`src/rtl/mem_port_arbiter.sv`:
```
// mem_port_arbiter
//   Shares one single-port WORD x 2^ADDR memory macro between an instruction-fetch read
//   port (I) and a load/store port (D). At most one request is granted per cycle. The
//   granted command drives mem_a/mem_w/mem_d, and read data is steered back one cycle
//   later to the port that issued the read.
//
//   Configuration macro: ARB_ROUND_ROBIN_EN
//     defined   -> round-robin on contention (1-bit pointer, D wins first after reset)
//     undefined -> fixed priority D > I, with a starvation counter that forces I through
//                  once STARVE_MAX consecutive I denials have accumulated
//
// Ports
//   clk, rst_n                       clock, asynchronous active-low reset
//   i_req, i_addr / i_gnt            fetch read request / combinational accept
//   i_rvalid, i_rdata                fetch read return (valid one cycle after grant)
//   d_req, d_we, d_addr, d_wdata     load/store request
//   d_gnt                            combinational accept
//   d_rvalid, d_rdata                load read return (never for writes)
//   mem_a, mem_w, mem_d, mem_q       memory macro command pins and read data
module mem_port_arbiter #(
  parameter int unsigned WORD       = 32,
  parameter int unsigned ADDR       = 16,
  parameter int unsigned STARVE_MAX = 8
) (
  input  logic            clk,
  input  logic            rst_n,
  input  logic            i_req,
  input  logic [ADDR-1:0] i_addr,
  output logic            i_gnt,
  output logic            i_rvalid,
  output logic [WORD-1:0] i_rdata,
  input  logic            d_req,
  input  logic            d_we,
  input  logic [ADDR-1:0] d_addr,
  input  logic [WORD-1:0] d_wdata,
  output logic            d_gnt,
  output logic            d_rvalid,
  output logic [WORD-1:0] d_rdata,
  output logic [ADDR-1:0] mem_a,
  output logic            mem_w,
  output logic [WORD-1:0] mem_d,
  input  logic [WORD-1:0] mem_q
);

  typedef enum logic [1:0] {OwnNone, OwnI, OwnD} owner_e;

  logic            run_q;
  owner_e          owner_q;
  logic [ADDR-1:0] last_a_q;
  logic [WORD-1:0] last_d_q;
  logic            contended;
  logic            i_wins_contention;

  assign contended = run_q & i_req & d_req;

`ifdef ARB_ROUND_ROBIN_EN
  // Remembers whether I won the last contended cycle; reset value 1 lets D go first.
  logic rr_last_i_q;

  assign i_wins_contention = ~rr_last_i_q;

  always_ff @(posedge clk or negedge rst_n) begin
    if (!rst_n) begin
      rr_last_i_q <= 1'b1;
    end else if (contended) begin
      rr_last_i_q <= i_gnt;
    end
  end
`else
  localparam int unsigned CntW = $clog2(STARVE_MAX + 1);
  localparam logic [CntW-1:0] CntMax = CntW'(STARVE_MAX);

  logic [CntW-1:0] starve_q;

  assign i_wins_contention = (starve_q == CntMax);

  // Counts consecutive cycles I is kept waiting; saturates so it can force exactly one grant.
  always_ff @(posedge clk or negedge rst_n) begin
    if (!rst_n) begin
      starve_q <= '0;
    end else if (!i_req || i_gnt) begin
      starve_q <= '0;
    end else if (starve_q != CntMax) begin
      starve_q <= starve_q + CntW'(1);
    end
  end
`endif

  // Single winner per cycle; nothing is granted until run is set after reset.
  assign i_gnt = run_q & i_req & (~d_req | i_wins_contention);
  assign d_gnt = run_q & d_req & (~i_req | ~i_wins_contention);

  // Idle cycles keep the address/data pins at their last values to avoid toggling.
  always_comb begin
    mem_a = last_a_q;
    mem_d = last_d_q;
    mem_w = 1'b0;
    if (d_gnt) begin
      mem_a = d_addr;
      mem_d = d_wdata;
      mem_w = d_we;
    end else if (i_gnt) begin
      mem_a = i_addr;
    end
  end

  always_ff @(posedge clk or negedge rst_n) begin
    if (!rst_n) begin
      run_q    <= 1'b0;
      owner_q  <= OwnNone;
      last_a_q <= '0;
      last_d_q <= '0;
    end else begin
      run_q    <= 1'b1;
      last_a_q <= mem_a;
      last_d_q <= mem_d;
      if (i_gnt) begin
        owner_q <= OwnI;
      end else if (d_gnt && !d_we) begin
        owner_q <= OwnD;
      end else begin
        owner_q <= OwnNone;
      end
    end
  end

  assign i_rvalid = (owner_q == OwnI);
  assign d_rvalid = (owner_q == OwnD);
  assign i_rdata  = mem_q;
  assign d_rdata  = mem_q;

endmodule

```
`config.mk`:
```
export PLATFORM = sky130hd
export DESIGN_NAME = mem_port_arbiter
export DESIGN_NICKNAME = d
export VERILOG_FILES = /design/src/rtl/mem_port_arbiter.sv
export SDC_FILE = /design/constraint.sdc
export NUM_CORES = 1
export LEC_CHECK = 0
export CELL_PAD_IN_SITES_DETAIL_PLACEMENT = 1
export CELL_PAD_IN_SITES_GLOBAL_PLACEMENT = 1
export CORE_UTILIZATION = 23
export CTS_CLUSTER_DIAMETER = 100
export DETAILED_ROUTE_END_ITERATION = 6
export PLACE_DENSITY_LB_ADDON = 0.3
export RECOVER_POWER = 50
export SYNTH_ARGS = -nofsm -noshare
export SYNTH_HDL_FRONTEND = slang
export SYNTH_SLANG_ARGS = --single-unit
```
`constraint.sdc`:
```
create_clock -name clk -period 1.8 [get_ports clk]
set_input_delay 0.18 -clock clk [delete_from_list [all_inputs] [get_ports clk]]
set_output_delay 0.18 -clock clk [all_outputs]
set_load 0.005 [all_outputs]
```
# == Word level (Yosys, flattened, before mapping) ==
# Cells that the tools add are included.
# op_classes
eq_ne,4
shifts,0
n_reduce_logical,5
addsub,1
bitwise,9
order_cmp,0
muxes,8
mul,0
div_mod_pow,0
# ops
cell,count
two-way mux 16 bit,2
two-way mux 32 bit,1
two-way mux 4 bit,2
"adder 4 x 1 -> 4 bit, second input constant",1
bitwise AND 1 bit,4
"== test 4 bit, second input constant",1
two-way mux 2 bit,2
"inequality test 4 bit, second input constant",1
NOT 1 bit,3
"== test 2 x 1 -> 1 bit, second input constant",1
"== test 2 bit, second input constant",1
zero test 1 bit,2
bitwise OR 1 bit,2
nonzero test 2 bit,1
logical AND 1 bit,1
logical OR 1 bit,1
two-way mux 1 bit,1
# totals
input_bits,101
latch_bits,0
wordCells,32
out_inout_bits,117
register_bits,55
rom_bits,0
ram_bits,0
memories,0

# == Depth between registers and ports, before layout ==
# logic_depth
depth_word,7
ltp_mapped,7

# == Worst setup path before layout ==
# OpenSTA, ideal clock, no wires.
# synth_timing
kind,flip-flop to output port
startpoint,register starve_q[0]
endpoint,output port mem_d[0]
slack_ns,0.099
required_ns,1.620
t_arrival_ns,1.521
path_buffers,1
stages_incl_launch_ff,7
path_cell_list,dfrtp_1 -> inv_1 -> ha_1 -> and3b_1 -> a21o_1 -> buf_6 -> mux2_4
# synth_via
elab_chain_cells,5
# synth_rtl
item,line_no,source
from (decl),73,logic [CntW-1:0] starve_q;
from (signal assigned),84,starve_q <= starve_q + CntW'(1);
== test 4 bit,75,assign i_wins_contention = (starve_q == CntMax);
NOT 1 bit,91,assign d_gnt = run_q & d_req & (~i_req | ~i_wins_contention);
bitwise OR 1 bit,91,
bitwise AND 1 bit,91,
two-way mux 32 bit,98,if (d_gnt) begin
to (decl),41,"output logic [WORD-1:0] mem_d,"
# No other way between the ends.

# == Worst setup path in the final report ==
# layout_timing
startpoint,register starve_q[1]
endpoint,output port mem_d[23]
# Same word-level chain as after synthesis.

==> reports/qor.yml <==
status:
  status: "finished, violations left"
  violations: "setup timing"
critical_path:
  r2r_slack_ps: -200
  cpMostUsedCell: "buf_12"
  end_kind: "output pin"
  r2r-end: "last_d_q[23]"
  arrival_ps: 2100
  startpoint_type: "register"
  worst_path_max_delay_cell: "dfrtp_1"
  r2r-start: "starve_q[1]"
  crit_fanout: 8
  rr_worst_depth: 9
  crit_type: "register to output pin"
  slowest_delay_ps: 370
  critPathCapture: "mem_d[23]"
  startpoint: "starve_q[1]"
  required_ps: 1620
  path_cells: "inv_2 > ha_4 > and3b_2 > a21o_4 > buf_12 > buf_12 > mux2_4 > buf_6"
floorplanning:
  rows: 42
  coreArea_um2: 13240
  io_pins: 218
  die_w_um: 118.6
  fp.dieH_um: 118.6
  initial_utilization_pct: 23.60
  dieArea_um2: 14060
timing:
  maxSlewViolCount: 0
  timing.final.ws_setup_ps: -482.3
  setup_viol: 63
  post-route-min-period_ps: 2282
  tightestPinTransition_ps: 645.7
  rsz0062_at_grt: "true"
  fin_setup_tns_ps: -20960
  clock_skew_ps: 11.42
  fmax_ghz: 0.4382
  hold_violations: 0
  fin_crit_sh_pct: 126.8
  hold_slack_ps: 360.0
  slew-limit-headroom_pct: 56.95
layout:
  fin_util_pct: 39.22
  final_area_um2: 5194
  final_cells: 574
  nNetsFinal: 500
  drive_gt1_share_pct: 46.73
  diodes: 0
  final_common_cell: "buf_6"
  multi_input_area_um2: 1328
  regArea_um2: 1376
  fillCellCount: 1394
  synthToLayoutAreaGrowth_pct: 66.17
  final_cell_mix: "90 x buf_6, 68 x clkdlybuf4s50_1, 55 x dfrtp_1, 34 x nor2_1, 32 x mux2_4"
global_route:
  track_usage_pct: 13.83
  grt_pass1_wl_um: 14790
  grt_max_degree: 25
  overflow: 0
  antenna_found_initial: 0
  grt_pass1_vias: 2674
place:
  globalplace.congestion: 0.7091
  dp.cells: 522
  dpl-instance-area_um2: 4235
  portBuffers: 121
  hpwl_um: 5916
routing:
  wl_um: 9604
  wl_per_cell_um: 16.73
  post-route-drc-count: 0
  drtIter0Drc: 74
  final_antenna_net_count: 0
  dr_total_vias: 2427
  drt_first_pass_iters: 4
  viasPerCell: 4.228
cts:
  htreeDepth: 2
  cts.clk_slew.worst_paths_ps: 80
  root_buffer: "clkbuf_16"
  cts.sinks: 55
  worstSkewPairLatency_ps: 310
  cts.path.max_buffers: 2
  cts_tree: "done"
  cts_buffers: 5
synth:
  ys_types: 25
  syn-instance-count: 277
  synth-seq-area-share_pct: 44.04
  syn-cell-area_um2: 3125
  ys_warn_count: 0
  syn_area_per_cell_um2: 11.28
  synth_fp_nets: 380
  ys_ff_latch: 55
flow_run:
  cap_violations: 0
power_and_ir_drop:
  power_density_nw_per_um2: 759.1
  cellLeakagePower_nw: 2.334
  peakVddDrop_mv: 0.3579
min_path:
  hold_path.class: "input pin to output pin"
  holdPathStages: 0
==> Yosys cell counts <==
cell | number | area [µm²]
buf_4 | 64 | 480.5
o221a_2 | 16 | 180.2
nor2_1 | 34 | 127.6
conb_1 | 1 | 3.750
inv_1 | 3 | 11.26
a211oi_1 | 16 | 120.1
and2_1 | 2 | 12.51
nand3b_1 | 1 | 7.510
nor3b_1 | 1 | 7.510
a21boi_0 | 3 | 22.52
nand3_1 | 4 | 20.02
xor2_1 | 2 | 17.52
a21o_1 | 1 | 7.510
clkbuf_1 | 6 | 22.52
nor2b_1 | 2 | 12.51
ha_1 | 2 | 25.02
mux2_4 | 32 | 480.5
nand2_1 | 2 | 7.510
buf_2 | 6 | 30.03
nand2b_1 | 1 | 6.260
dfrtp_1 | 55 | 1376
buf_6 | 4 | 45.04
nor3_1 | 16 | 80.08
or3_1 | 2 | 12.51
and3b_1 | 1 | 8.760
==> where the power goes <==
| group | internal [mW] | leakage, nW | total, mW | switching, mW |
|---|---|---|---|---|
| Sequential | 1.40 | 0.647 | 1.47 | 0.0658 |
| Combinational | 0.979 | 1.62 | 1.46 | 0.478 |
| Clock | 0.529 | 0.0719 | 1.02 | 0.488 |
| Total | 2.91 | 2.33 | 3.94 | 1.03 |
==> per-stage QoR <==
| stage | power [mW] | worst slack (ps) |
|---|---|---|
| floorplan | 2.021 | 99.24 |
| global placement | 2.539 | -476.9 |
| detailed placement | 2.559 | -506.2 |
| CTS | 3.917 | -544.1 |
| global route | 4.170 | -550.2 |
| finish | 3.943 | -482.3 |
==> flip-flops by register name, summed over array words and instances (netlist names) <==
register	count
last_d_q	32
owner_q	2
run_q	1
starve_q	4
last_a_q	16
==> critical path, delay by kind of cell, from the launching register on <==
| family | cells | cell delay [ps] |
|---|---|---|
| compound gates | 1 | 290 |
| buf+inv | 4 | 470 |
| flops | 1 | 370 |
| fa+ha+maj | 1 | 150 |
| mux | 1 | 310 |
| simple gates | 1 | 210 |
==> per-layer routing <==
| layer | vias up | global-route usage, % | share of wire [%] |
|---|---|---|---|
| met5 | - | 0 | 0 |
| met4 | 0 | 4.430 | 1.8 |
| met3 | 27 | 4.151 | 6.8 |
| met2 | 102 | 23.10 | 48 |
| met1 | 1161 | 16.95 | 43 |
| li1 | 1137 | - | - |
==> timing repair <==
item,in CTS,in global routing
hold buffers,1,0
endpoints found under the setup margin,56,91
setup buffers,29,22
endpoints found under the hold margin,19,0
resized for setup,303,26
pin swaps,5,3
cloned,4,0
==> cell type report <==
class	instances	share of cell area, %
flip-flops and latches	55	26.50
clock inverters	3	0.5300
repair buffers	193	40.50
well taps	176	4.240
clock buffers	5	2.409
multi-input cells	139	25.56
inverters	3	0.2650
==> how the worst min path moves through the flow <==
stage	from	end	slack, ps
CTS	mem_q[19]	d_rdata[19]	360
global placement	rst_n	last_d_q[12]	190
detailed placement	rst_n	last_d_q[1]	210
finish	mem_q[15]	d_rdata[15]	360
floorplan	rst_n	last_a_q[0]	-120
global route	mem_q[16]	d_rdata[16]	360
==> cells by family after synthesis <==
| group | synth area share, % |
|---|---|
| simple gates | 9.688 |
| flops | 44.04 |
| fa+ha+maj | 0.8005 |
| xor+xnor | 0.5606 |
| compound gates | 10.57 |
| other cells | 0.1200 |
| mux | 15.37 |
| buf+inv | 18.85 |
No activity file was read; power rests on OpenSTA's default activity.
